## config.mk

```make
export PLATFORM = sky130hd
export DESIGN_NAME = serial_add_ctrl
export DESIGN_NICKNAME = d
export VERILOG_FILES = /design/src/rtl/serial_add_ctrl.sv
export SDC_FILE = /design/constraint.sdc
export NUM_CORES = 1
export LEC_CHECK = 0
export ABC_AREA = 0
export CAP_MARGIN = 10
export CORE_MARGIN = 10
export CORE_UTILIZATION = 27
export CTS_CLUSTER_SIZE = 12
export DETAILED_ROUTE_END_ITERATION = 10
export DONT_BUFFER_PORTS = 1
export SYNTH_ARGS = -nofsm -noshare
export SYNTH_HDL_FRONTEND = slang
export SYNTH_SLANG_ARGS = --single-unit
```

## constraint.sdc

```tcl
create_clock -name clk -period 3.55 [get_ports clk]
set_input_delay 0.355 -clock clk [delete_from_list [all_inputs] [get_ports clk]]
set_output_delay 0.355 -clock clk [all_outputs]
set_load 0.05 [all_outputs]
```

## src/rtl/serial_add_ctrl.sv

```systemverilog
// Bit-serial adder: one full-adder slice reused across WIDTH clocks, one sum bit per edge.
// Defining SERIAL_ADD_CTRL_SUB_EN adds a `sub` port that selects two's-complement a-b.
module serial_add_ctrl #(
  parameter int WIDTH = 8
) (
  input  logic             clk,
  input  logic             rst,
  input  logic             start,
  input  logic [WIDTH-1:0] a,
  input  logic [WIDTH-1:0] b,
`ifdef SERIAL_ADD_CTRL_SUB_EN
  input  logic             sub,
`endif
  output logic             busy,
  output logic             done,
  output logic [WIDTH-1:0] sum,
  output logic             cout
);
  localparam int CW = (WIDTH > 1) ? $clog2(WIDTH) : 1;
  localparam logic [CW-1:0] CNT_LAST = CW'(WIDTH - 1);

  typedef enum logic [1:0] {
    IDLE = 2'd0,
    RUN  = 2'd1,
    DONE = 2'd2
  } state_t;

  state_t           state_q;
  logic [WIDTH-1:0] sa_q;
  logic [WIDTH-1:0] sb_q;
  logic [WIDTH-1:0] sum_q;
  logic [CW-1:0]    cnt_q;
  logic             carry_q;
  logic             cout_q;
  logic             busy_q;
  logic             done_q;

  // Full-adder slice: two half adders, carries merged with an OR.
  logic ha0_s, ha0_c, ha1_s, ha1_c;
  logic s_d, carry_d;
  assign ha0_s   = sa_q[0] ^ sb_q[0];
  assign ha0_c   = sa_q[0] & sb_q[0];
  assign ha1_s   = ha0_s ^ carry_q;
  assign ha1_c   = ha0_s & carry_q;
  assign s_d     = ha1_s;
  assign carry_d = ha0_c | ha1_c;

  logic [WIDTH-1:0] sb_load_d;
  logic             carry_load_d;
`ifdef SERIAL_ADD_CTRL_SUB_EN
  // Subtract as a + ~b + 1: invert B and seed the carry.
  assign sb_load_d    = sub ? ~b : b;
  assign carry_load_d = sub;
`else
  assign sb_load_d    = b;
  assign carry_load_d = 1'b0;
`endif

  always_ff @(posedge clk or posedge rst) begin
    if (rst) begin
      state_q <= IDLE;
      sa_q    <= '0;
      sb_q    <= '0;
      sum_q   <= '0;
      cnt_q   <= '0;
      carry_q <= 1'b0;
      cout_q  <= 1'b0;
      busy_q  <= 1'b0;
      done_q  <= 1'b0;
    end else begin
      done_q <= 1'b0;
      case (state_q)
        IDLE, DONE: begin
          if (start) begin
            sa_q    <= a;
            sb_q    <= sb_load_d;
            carry_q <= carry_load_d;
            cnt_q   <= '0;
            busy_q  <= 1'b1;
            state_q <= RUN;
          end else begin
            state_q <= IDLE;
          end
        end
        RUN: begin
          sum_q   <= {s_d, sum_q[WIDTH-1:1]};
          sa_q    <= {1'b0, sa_q[WIDTH-1:1]};
          sb_q    <= {1'b0, sb_q[WIDTH-1:1]};
          carry_q <= carry_d;
          if (cnt_q == CNT_LAST) begin
            cout_q  <= carry_d;
            busy_q  <= 1'b0;
            done_q  <= 1'b1;
            state_q <= DONE;
          end else begin
            cnt_q <= cnt_q + 1'b1;
          end
        end
        default: begin
          busy_q  <= 1'b0;
          state_q <= IDLE;
        end
      endcase
    end
  end

  assign busy = busy_q;
  assign done = done_q;
  assign sum  = sum_q;
  assign cout = cout_q;
endmodule

```

# Word level (Yosys, flattened, before mapping)

Cells that the tools add are included.
Widths: inputs -> output; s select.

Input port bits: 19
Word-level logic and storage cells: 45
Output and inout port bits: 11
Bits in registers: 33

Reduce and logical (&&, ||, !) cells: 7
$add $sub $neg: 1
Equal/unequal tests: 6
Bitwise gates (word level): 5
Muxes and demuxes: 17

Operators with widths:

| cell                | number |
|---|---|
| $pmux 8 s2          | 2 |
| $mux 8              | 2 |
| $mux 1              | 6 |
| $mux 3              | 2 |
| $ne 2x2->1 const B  | 3 |
| $pmux 3 s2          | 1 |
| $reduce_and 2->1    | 3 |
| $pmux 1 s2          | 2 |
| $pmux 2 s2          | 1 |
| $add 3x1->3 const B | 1 |
| $eq 3x3->1 const B  | 1 |
| $reduce_and 3->1    | 1 |
| $and 1x1->1         | 2 |
| $eq 2x1->1 const B  | 1 |
| $eq 2x2->1 const B  | 1 |
| $logic_not 2->1     | 1 |
| $mux 2              | 1 |
| $reduce_bool 2->1   | 1 |
| $reduce_or 2->1     | 1 |
| $xor 1x1->1         | 2 |
| $or 1x1->1          | 1 |

# Depth between registers and ports, before layout

Gate-level depths: netlist of run 1.

Word-level depth: 4
Gate-level depth with buffers: 5

# Worst setup path before layout of run 1

Ideal clock, no wire load.

Kind: register to register
From: register cnt_q[0]
To: register cnt_q[0]
Arrival: 1312 ps
Stages on the path, launching flop included: 6
Path buffers: 0
Period minus slack after synthesis: 1434 ps
Setup time: 122 ps
Path slack: 2116 ps
Path through: dfrtp_1 ha_1 ha_1 or3b_1 nand3_1 o21ai_1

Cells in the longest elaborated chain, start to end: 3
Elaborated cells between the ends (all ways): 6
Those cells by class: add/sub (1); eq/ne (2); mux (2); reduce/logical (1)

RTL lines:

| what                                           | RTL line | RTL |
|---|---|---|
| start, declared                                | 32       | `logic [CW-1:0] cnt_q;` |
| start signal, assigned                         | 96       | `cnt_q <= cnt_q + 1'b1;` |
| $add 3x1->3 or $eq 3x3->1 (tied branches)      | 96, 90   |  |
| $mux 3 or $ne 2x2->1 (tied branches)           | --       |  |
| $pmux 3 s2 or $reduce_and 3->1 (tied branches) | --       |  |

Several ways; a longest one is shown, not always the timed one. The select of a mux whose other input is x is not followed.
A chain may end at the register's enable or synchronous reset.

# Worst setup path after layout of run 1

From: register state_q[0]
To: register cout_q, in the netlist cout

Cells in the longest elaborated chain, start to end: 2

RTL lines:

| what                              | RTL line | RTL |
|---|---|---|
| start, declared                   | 28       | `state_t state_q;` |
| start signal, assigned            | 61       | `state_q <= IDLE;` |
| start signal, assigned            | 80       | `state_q <= RUN;` |
| start signal, assigned            | 82       | `state_q <= IDLE;` |
| $eq 2x1->1                        | 72       | `case (state_q)` |
| $reduce_and 2->1 (no source line) | --       |  |
| end signal, assigned              | 91       | `cout_q <= carry_d;` |
| end, declared                     | 34       | `logic cout_q;` |

No other way between the ends.

==> out/results.ini, run 1 <==
[status]
outcome=complete, no violations

[clock_network]
cts.sink_count=33
cts-root-buf=clkbuf_8
ctsResizeCount=0
cts_buffer_depth=2
worstSkewPairLatency_ps=280
path_clk_slew_ps=70
tritoncts=yes
postCtsHoldBufs=0
cts_buffers=5
cts_post_setup_buffers_inserted=0
htreeDepth=2

[global_routing]
first_global_vias=1049
antenna_found_initial=0
gr-total-overflow=0
grt_use_total_pct=7.265
grt_first_pass_wirelength_um=5244
grt_max_degree=35

[placed_design]
portBuffers=0
routabilityCongestion=0.6807
dpl.hpwl_um=2218
placedCellCount=216
post-place-ws_ps=1289

[critical_path]
crit_path_end_kind=flop
cp_max_fo=34
crit_arrival_ps=2440
worst-setup-path-type=reg -> reg
cp.required_ps=3710
worstSetupStartpointType=flop
rr_worst_depth=3

[floorplan]
top_level_ports=30
start_util_pct=27.96
rows=27
die_y_um=95.74
core_area_um2=5540
fp.dieArea_um2=9166
die_w_um=95.74

[timing]
skew_ps=4.996
finalMaxSlewViolations=0
setup_viol=0
tightest_slew_ps=954.7
min_period_over_period_pct=64.13
whs_ps=48.64
min_period_ps=2277
finalHoldViolCount=0
fin_setup_tns_ps=0
timing.fmax_ghz=0.4392
rsz0062_at_grt=false
max-slew-margin-rel_pct=36.36
layout_setup_ws_ps=1273

[yosys]
syn_inst=153
yosysWarnings=0
yosys.cell_types.count=24
seq_area_frac_synth_pct=53.31
synth.avg_cell_area_um2=10.12
synthesis.nets=175
synth_seq_cells=33
synth.cell_area_um2=1549

[final_layout]
finalNonFillerCells=224
fill_cells=593
diodes=0
drive_gt1_share_pct=5.921
nNetsFinal=173
area_growth_pct=7.916

[power_and_ir_drop]
power.leakage_nw=0.7344
powerDensity_nw_per_um2=939.9
max-vdd-ir-drop_uv=262.1

[drt]
vias=1030
routed_via_density=4.598
drt_pass1_iterations=4
wl_per_cell_um=13.77
final_antenna_net_count=0
drc_errors=0
routed_wl_um=3085
drt-initial-drc-count=104

[worst_hold_path]
min_path_type=in -> async

[flow_run]
maxCapViolations=0

-- power by group --
group | internal [mW] | switching (mW) | total (mW) | leakage [nW]
sequential | 0.540 | 0.352 | 0.892 | 0.399
clock | 0.135 | 0.133 | 0.268 | 0.0439
combinational | 0.203 | 0.208 | 0.411 | 0.291
total | 0.879 | 0.693 | 1.57 | 0.734
-- through the flow --
stage                     total power, mW  area [um2]  util [%]
after floorplan                     1.234        1549         -
after detailed placement            1.321        1585     28.61
final                               1.571        1672     30.17
after CTS                           1.598        1672     30.17
after global routing                1.713        1672     30.17
after global placement              1.306        1585     28.61
-- sequential cells by signal, summed over array words and instances (netlist names) --
signal	cells
done	1
sb_q	8
sa_q	8
sum	8
busy	1
cout	1
cnt_q	3
state_q	2
carry_q	1
-- path summary, 6_finish.rpt --
kind / startpoint / to / slack [ps]
worst max-delay path: state_q[0] / cout / 1270
worst min-delay path: rst / sa_q[3] / 50
worst max register to register: state_q[0] / cout / 1270
worst min register to register: cnt_q[0] / cnt_q[0] / 490
max in group asynchronous: rst / sb_q[1] / 3200
min in group clk: b[0] / sb_q[0] / 260
-- cell usage after synthesis --
cell	n	share of area [%]
a211oi_1	10	4.8
a21o_1	1	0.48
a21oi_1	14	4.5
a22o_1	1	0.57
and2_1	2	0.81
buf_2	4	1.3
buf_4	5	2.4
clkbuf_1	1	0.24
dfrtp_1	33	53
fa_1	1	1.3
ha_1	2	1.6
inv_1	5	1.2
mux2_1	1	0.73
mux2i_1	12	7.8
nand2_1	30	7.3
nand2b_1	2	0.81
nand3_1	6	1.9
nor2_1	2	0.48
nor2b_1	11	4.4
o211ai_1	1	0.48
o21ai_0	3	0.97
o21ai_1	1	0.32
o22ai_1	4	1.6
or3b_1	1	0.57
-- per-layer routing --
layer	share of wire, %	vias up	track usage (%)
met5	0	-	0
met4	0.78	0	1.843
met1	42	480	8.530
met3	11	4	4.514
met2	47	21	10.95
li1	-	525	-
-- critical path: stages (launching register included) --
cell and delay (ps):
dfrtp_1 970, nor2b_1 640, and2_1 240, mux2_1 320
-- cell families (layout without fill, tap and decap cells) --
kind of cell	Yosys count	in the layout	synth area share [%]
AO/OA/AOI/OAI	35	35	13.81
adder cells (fa/ha/maj)	3	3	2.908
buffers and inverters	15	14	5.170
flip-flops	33	33	53.31
multiplexers	13	13	8.482
AND/OR/NAND/NOR	54	54	16.32
-- cell usage in the layout (no fill, tap or decap), drive strengths merged --
master and n:
or3b 1, and2 2, o211ai 1, mux2i 12, a211oi 10, nor2 2
fa 1, nand2b 2, clkinvlp 1, dfrtp 33, a21o 1, clkbuf 5
nand2 30, a22o 1, clkinv 2, nand3 6, buf 1, inv 5
mux2 1, o22ai 4, a21oi 14, ha 2, nor2b 11, o21ai 4
-- area by class of cell --
class | count | area, um2 | area share (%)
Clock buffer | 5 | 68.82 | 4.117
Clock inverter | 3 | 17.52 | 1.048
Inverter | 5 | 18.77 | 1.123
Multi-Input combinational cell | 105 | 643.1 | 38.47
Sequential cell | 33 | 825.8 | 49.40
Tap cell | 72 | 90.09 | 5.389
Timing Repair Buffer | 1 | 7.507 | 0.4491
Note: power is estimated with default switching activity, not from simulation.
==> inputs of run 2 (changes only) <==
clock period = 2.3 ns   (was 3.55 ns; I/O delays follow)
==> run 2 against run 1 <==
Sequential share of layout area shrank 1.6 points. Clock skew grew 1.4 ps. Clock power grew 79%. Worst hold slack gained 82 ps. Sequential power grew 49%. Combinational power grew 75%. Cell count grew 2.2%.
==> out/results.ini, run 2 (synthesized netlist as in run 1, its figures left out) <==
[status]
outcome=complete, no violations  ; unchanged

[power_and_ir_drop]
finalPower_mw=2.533  ; was 1.571 mW
power.leakage_nw=0.7679  ; was 0.7344 nW
max-vdd-ir-drop_uv=353.4  ; was 262.1 uV
powerDensity_nw_per_um2=1467  ; was 939.9 nW/um2

[floorplan]
die_y_um=95.74  ; unchanged
rows=27  ; unchanged
top_level_ports=30  ; unchanged
die_w_um=95.74  ; unchanged
start_util_pct=27.96  ; unchanged
fp.dieArea_um2=9166  ; unchanged
core_area_um2=5540  ; unchanged

[global_routing]
antenna_found_initial=0  ; unchanged
grt_first_pass_wirelength_um=5368  ; was 5244 um
gr-total-overflow=0  ; unchanged
grt_use_total_pct=7.531  ; was 7.265%
first_global_vias=1023  ; was 1049
grt_max_degree=34  ; was 35

[placed_design]
routabilityCongestion=0.6874  ; was 0.6807
dpl.hpwl_um=2315  ; was 2218 um
portBuffers=0  ; unchanged

[clock_network]
cts_buffer_depth=2  ; unchanged
tritoncts=yes  ; unchanged
ctsResizeCount=0  ; unchanged
cts-root-buf=clkbuf_8  ; unchanged
htreeDepth=2  ; unchanged
path_clk_slew_ps=70  ; about the same
cts_buffers=5  ; unchanged
cts.sink_count=33  ; unchanged
worstSkewPairLatency_ps=280  ; about the same
cts_post_setup_buffers_inserted=0  ; unchanged
postCtsHoldBufs=1  ; was 0

[critical_path]
cp_max_fo=5  ; was 34
cp.required_ps=2470  ; was 3710 ps
crit_slowest_cell=or3b_1  ; was dfrtp_1
worstSetupStartpointType=flop  ; unchanged
crit_path_end_kind=flop  ; unchanged
worst-setup-path-type=reg -> reg  ; unchanged
rrSetupSlack_ps=750  ; was 1270 ps
crit_arrival_ps=1730  ; was 2440 ps
r2r_start=cnt_q[0]  ; was state_q[0]
reg2reg_to=cnt_q[0]  ; was cout
cp_num_buf_inv=0  ; unchanged
cp_cell_sequence=ha_1, ha_1, or3b_1, nand3_1, o21ai_1  ; was nor2b_1, and2_1, mux2_1
slowest_delay_ps=420  ; was 970 ps
cpLargestDelayFamily=simple AND/OR/NAND/NOR gates  ; was flip-flops
rr_worst_depth=5  ; was 3
cp_common_cell=ha_1

[final_layout]
area_growth_pct=11.47  ; was 7.916%
diodes=0  ; unchanged
drive_gt1_share_pct=8.280  ; was 5.921%
final_cell_mix=dfrtp_1, nand2_1, a21oi_1  ; unchanged
final_common_cell=dfrtp_1  ; unchanged
postLayoutCoreUtil_pct=31.17  ; was 30.17%
nNetsFinal=178  ; was 173

[timing]
tightest_slew_ps=511.4  ; was 954.7 ps
timing.fmax_ghz=0.6437  ; was 0.4392 GHz
setup_viol=0  ; unchanged
max-slew-margin-rel_pct=65.91  ; was 36.36%
rsz0062_at_grt=false  ; unchanged
skew_ps=6.428  ; was 4.996 ps
finalHoldViolCount=0  ; unchanged
min_period_over_period_pct=67.54  ; was 64.13%
min_period_ps=1553  ; was 2277 ps
finalMaxSlewViolations=0  ; unchanged
fin_setup_tns_ps=0  ; unchanged

[worst_hold_path]
worstHoldStart=b[1]
min_path_type=in -> reg  ; was in -> async
hold_depth=2
hold_end=sb_q[1]

[drt]
routed_wl_um=3301  ; was 3085 um
vias=1064  ; was 1030
final_antenna_net_count=0  ; unchanged
drc_errors=0  ; unchanged
routed_via_density=4.646  ; was 4.598
wl_per_cell_um=14.41  ; was 13.77 um
drt_pass1_iterations=7  ; was 4
drt-initial-drc-count=34  ; was 104

[flow_run]
maxCapViolations=0  ; unchanged

-- run 2: cell count changes in the layout (fill, tap and decap cells not counted), sizes merged --
cell / previous run / this run
clkinv: 2 / 1
clkbuf: 5 / 7
buf: 1 / 5
dlygate4sd3: 0 / 1
clkinvlp: 1 / 0
-- run 2: worst max-delay path by stage --
stage | cells after the start | startpoint | end
after floorplan | 5 | cnt_q[0] | cnt_q[0]
final | 5 | cnt_q[0] | cnt_q[0]
after CTS | 5 | cnt_q[0] | cnt_q[0]
after detailed placement | 5 | cnt_q[0] | cnt_q[0]
after global routing | 5 | cnt_q[0] | cnt_q[0]
after global placement | 5 | cnt_q[0] | cnt_q[0]
-- run 2: cell type report --
cell class | count | area [um2]
flip-flops and latches | 33 | 825.8
fillers | 601 | 3814
inverters | 5 | 18.77
repair buffers | 6 | 47.55
well taps | 72 | 90.09
clock buffers | 7 | 96.34
multi-input cells | 105 | 643.1
clock inverters | 1 | 5.005
-- run 2: worst register-to-register path, stage by stage, from the launching register on --
cell	delay [ps]
dfrtp_1	400
ha_1	220
ha_1	230
or3b_1	420
nand3_1	100
o21ai_1	60
-- run 2: metrics by stage --
stage / area (um2) / hold slack (ps) / std cells / setup WS [ps]
after detailed placement: 1615 / 247.9 / 220 / 772.1
final: 1727 / 130.9 / 229 / 746.5
after CTS: 1727 / 120.6 / 229 / 744.0
after global placement: 1615 / 243.6 / 220 / 811.4
after floorplan: 1549 / 358.9 / 153 / 866.3
after global routing: 1727 / 139.2 / 229 / 641.4
-- run 2: power breakdown --
group / switching (mW) / internal (mW) / total (mW)
sequential: 0.496 / 0.835 / 1.33
combinational: 0.375 / 0.345 / 0.720
clock: 0.211 / 0.270 / 0.481
total: 1.08 / 1.45 / 2.53
-- run 2: per-layer routing --
layer | vias to the layer above | share of wire (%) | global-route usage [%]
met2 | 31 | 46 | 10.61
met4 | 0 | 1.7 | 3.686
met1 | 501 | 42 | 8.969
met5 | - | 0 | 0
met3 | 5 | 11 | 4.358
li1 | 527 | - | -
==> RTL edit (config.mk and constraints of run 2) <==
Encoding of `state_t`: now one-hot (3 bits for 3 states).
--- a/src/rtl/serial_add_ctrl.sv
+++ b/src/rtl/serial_add_ctrl.sv
@@ -21,6 +21,6 @@
 
-  typedef enum logic [1:0] {
-    IDLE = 2'd0,
-    RUN  = 2'd1,
-    DONE = 2'd2
+  typedef enum logic [2:0] {
+    IDLE = 3'b001,
+    RUN  = 3'b010,
+    DONE = 3'b100
   } state_t;
Formal check against the unedited RTL: no difference found for any inputs over 10 cycles, from zero or initial values and one cycle with rst high; not proved beyond that.
==> RTL edit against run 2 <==
Largest power group unchanged. Sequential power is 5% lower. Maximum frequency down 14%. Power down 5.2%. Area after synthesis shrank 1.5%. Routed wire length is 3.1% lower. Worst setup slack got worse by 0.24 ns. Sequential cell count up 1. Cell area shrank 2.5%. Clock power is 4.6% lower.
==> RTL edit: results (changes against run 2) <==
- Reg2Reg Launch Point: state_q[1]$_DFFE_PP0P_ (was cnt_q[0]$_DFFE_PP0P_)
- WL met2: 1270 um (was 1510 um)
- Worst Setup Slack post-DPL: 0.505 ns (was 0.772 ns)
- Status: finished clean (unchanged)
- GPL Wtd Cong: 0.705 (was 0.687)
- Non-CTS inverters: 4 (was 5)
- Iteration count of the initial detailed-routing pass: 4 (was 7)
- Footprint of the multi-input gates: 598 um2 (was 643 um2)
- Instance count of the mapped netlist: 136 (was 153)
- Fillers: 569 (was 601)
- Clock distribution area overhead in the final layout: 5.65% (was 5.87%)
- Met2 usage: 10.0% (was 10.6%)
- Reg-to-reg critical path endpoint: sb_q[5]$_DFFE_PP0P_ (was cnt_q[0]$_DFFE_PP0P_)
- Count of clock-net buffers in the final layout: 6 (was 7)
- Comb group: 0.677 mW (was 0.720 mW)
- Drt wl/cell: 15.1 um (was 14.4 um)
- Vias per std cell: 4.65 (about the same)
- Count of placed standard cells including taps: 203 (was 220)
- Ratio of cells with drive above 1 in the final layout: 12.1% (was 8.28%)
- Worst Max-Slew Pin Slew: 0.699 ns (was 0.511 ns)
- Ranking of synthesized cells by instance count: sky130_fd_sc_hd__dfrtp_1 (33), sky130_fd_sc_hd__nand2_1 (26), sky130_fd_sc_hd__o221a_1 (9) (was sky130_fd_sc_hd__dfrtp_1 (33), sky130_fd_sc_hd__nand2_1 (30), sky130_fd_sc_hd__a21oi_1 (14))
- Gr usage total: 7.90% (was 7.53%)
- Layout multi-input combinational cell count: 90 (was 105)
- Area growth from synthesis to final layout: 10.2% (was 11.5%)
- Maximum VDD drop: 0.000501 V (was 0.000353 V)
- Leading post-synthesis cells by cell area: sky130_fd_sc_hd__dfrtp_1 (54%), sky130_fd_sc_hd__o221a_1 (6.6%), sky130_fd_sc_hd__nand2_1 (6.4%) (was sky130_fd_sc_hd__dfrtp_1 (53%), sky130_fd_sc_hd__mux2i_1 (7.8%), sky130_fd_sc_hd__nand2_1 (7.3%))
- Net count of the finished layout: 161 (was 178)
- # clock sinks: 34 (was 33)
- Via count of the first global-routing pass: 1042 (was 1023)
- Non-clock buffer total of the final layout: 4 (was 6)
- Distinct cells, synth: 29 (was 24)
- Seq area share: 50.6% (was 47.8%)
- Portion of total power attributed to sequential cells: 52.7% (was 52.6%)
- Initial DRC Count: 59 (was 34)
- Path depth of the worst reg2reg path: 3 (was 5)
- Worst Path Max Fanout: 17 (was 5)
- Leakage power: 0.719 nW (was 0.768 nW)
- First-pass GRT wire length: 5560 um (was 5370 um)
- Core region area: 5510 um2 (was 5540 um2)
- Portion of the layout cell area used by non-clock buffers: 1.93% (was 2.75%)
- Wire length on met3: 457 um (was 355 um)
- Met1 demand-to-capacity share in global routing: 10.6% (was 8.97%)
- Maximum number of pins on one net before global-route repair: 22 (was 34)
## RTL edit: kinds of logic (layout without fill, tap and decap cells)
group / after synthesis / in the layout / synth area share (%)
XOR/XNOR: 2 / 2 / 1.64
AND/OR/NAND/NOR: 50 / 50 / 16.2
AO/OA/AOI/OAI: 34 / 34 / 17.6
flip-flops: 34 / 34 / 55.8
adder cells (fa/ha/maj): 3 / 3 / 2.95
multiplexers: 1 / 1 / 0.738
buffers and inverters: 12 / 16 / 5.00
## RTL edit: how the worst min path moves through the flow
stage	start	end	slack [ns]	cells past startpoint
global placement	rst	cout$_DFFE_PP0P_	0.18	1
detailed placement	rst	cout$_DFFE_PP0P_	0.18	1
floorplan	a[7]	sa_q[7]$_DFFE_PP0P_	0.36	2
global route	a[7]	sa_q[7]$_DFFE_PP0P_	0.08	2
CTS	a[7]	sa_q[7]$_DFFE_PP0P_	0.08	2
finish	a[7]	sa_q[7]$_DFFE_PP0P_	0.08	2
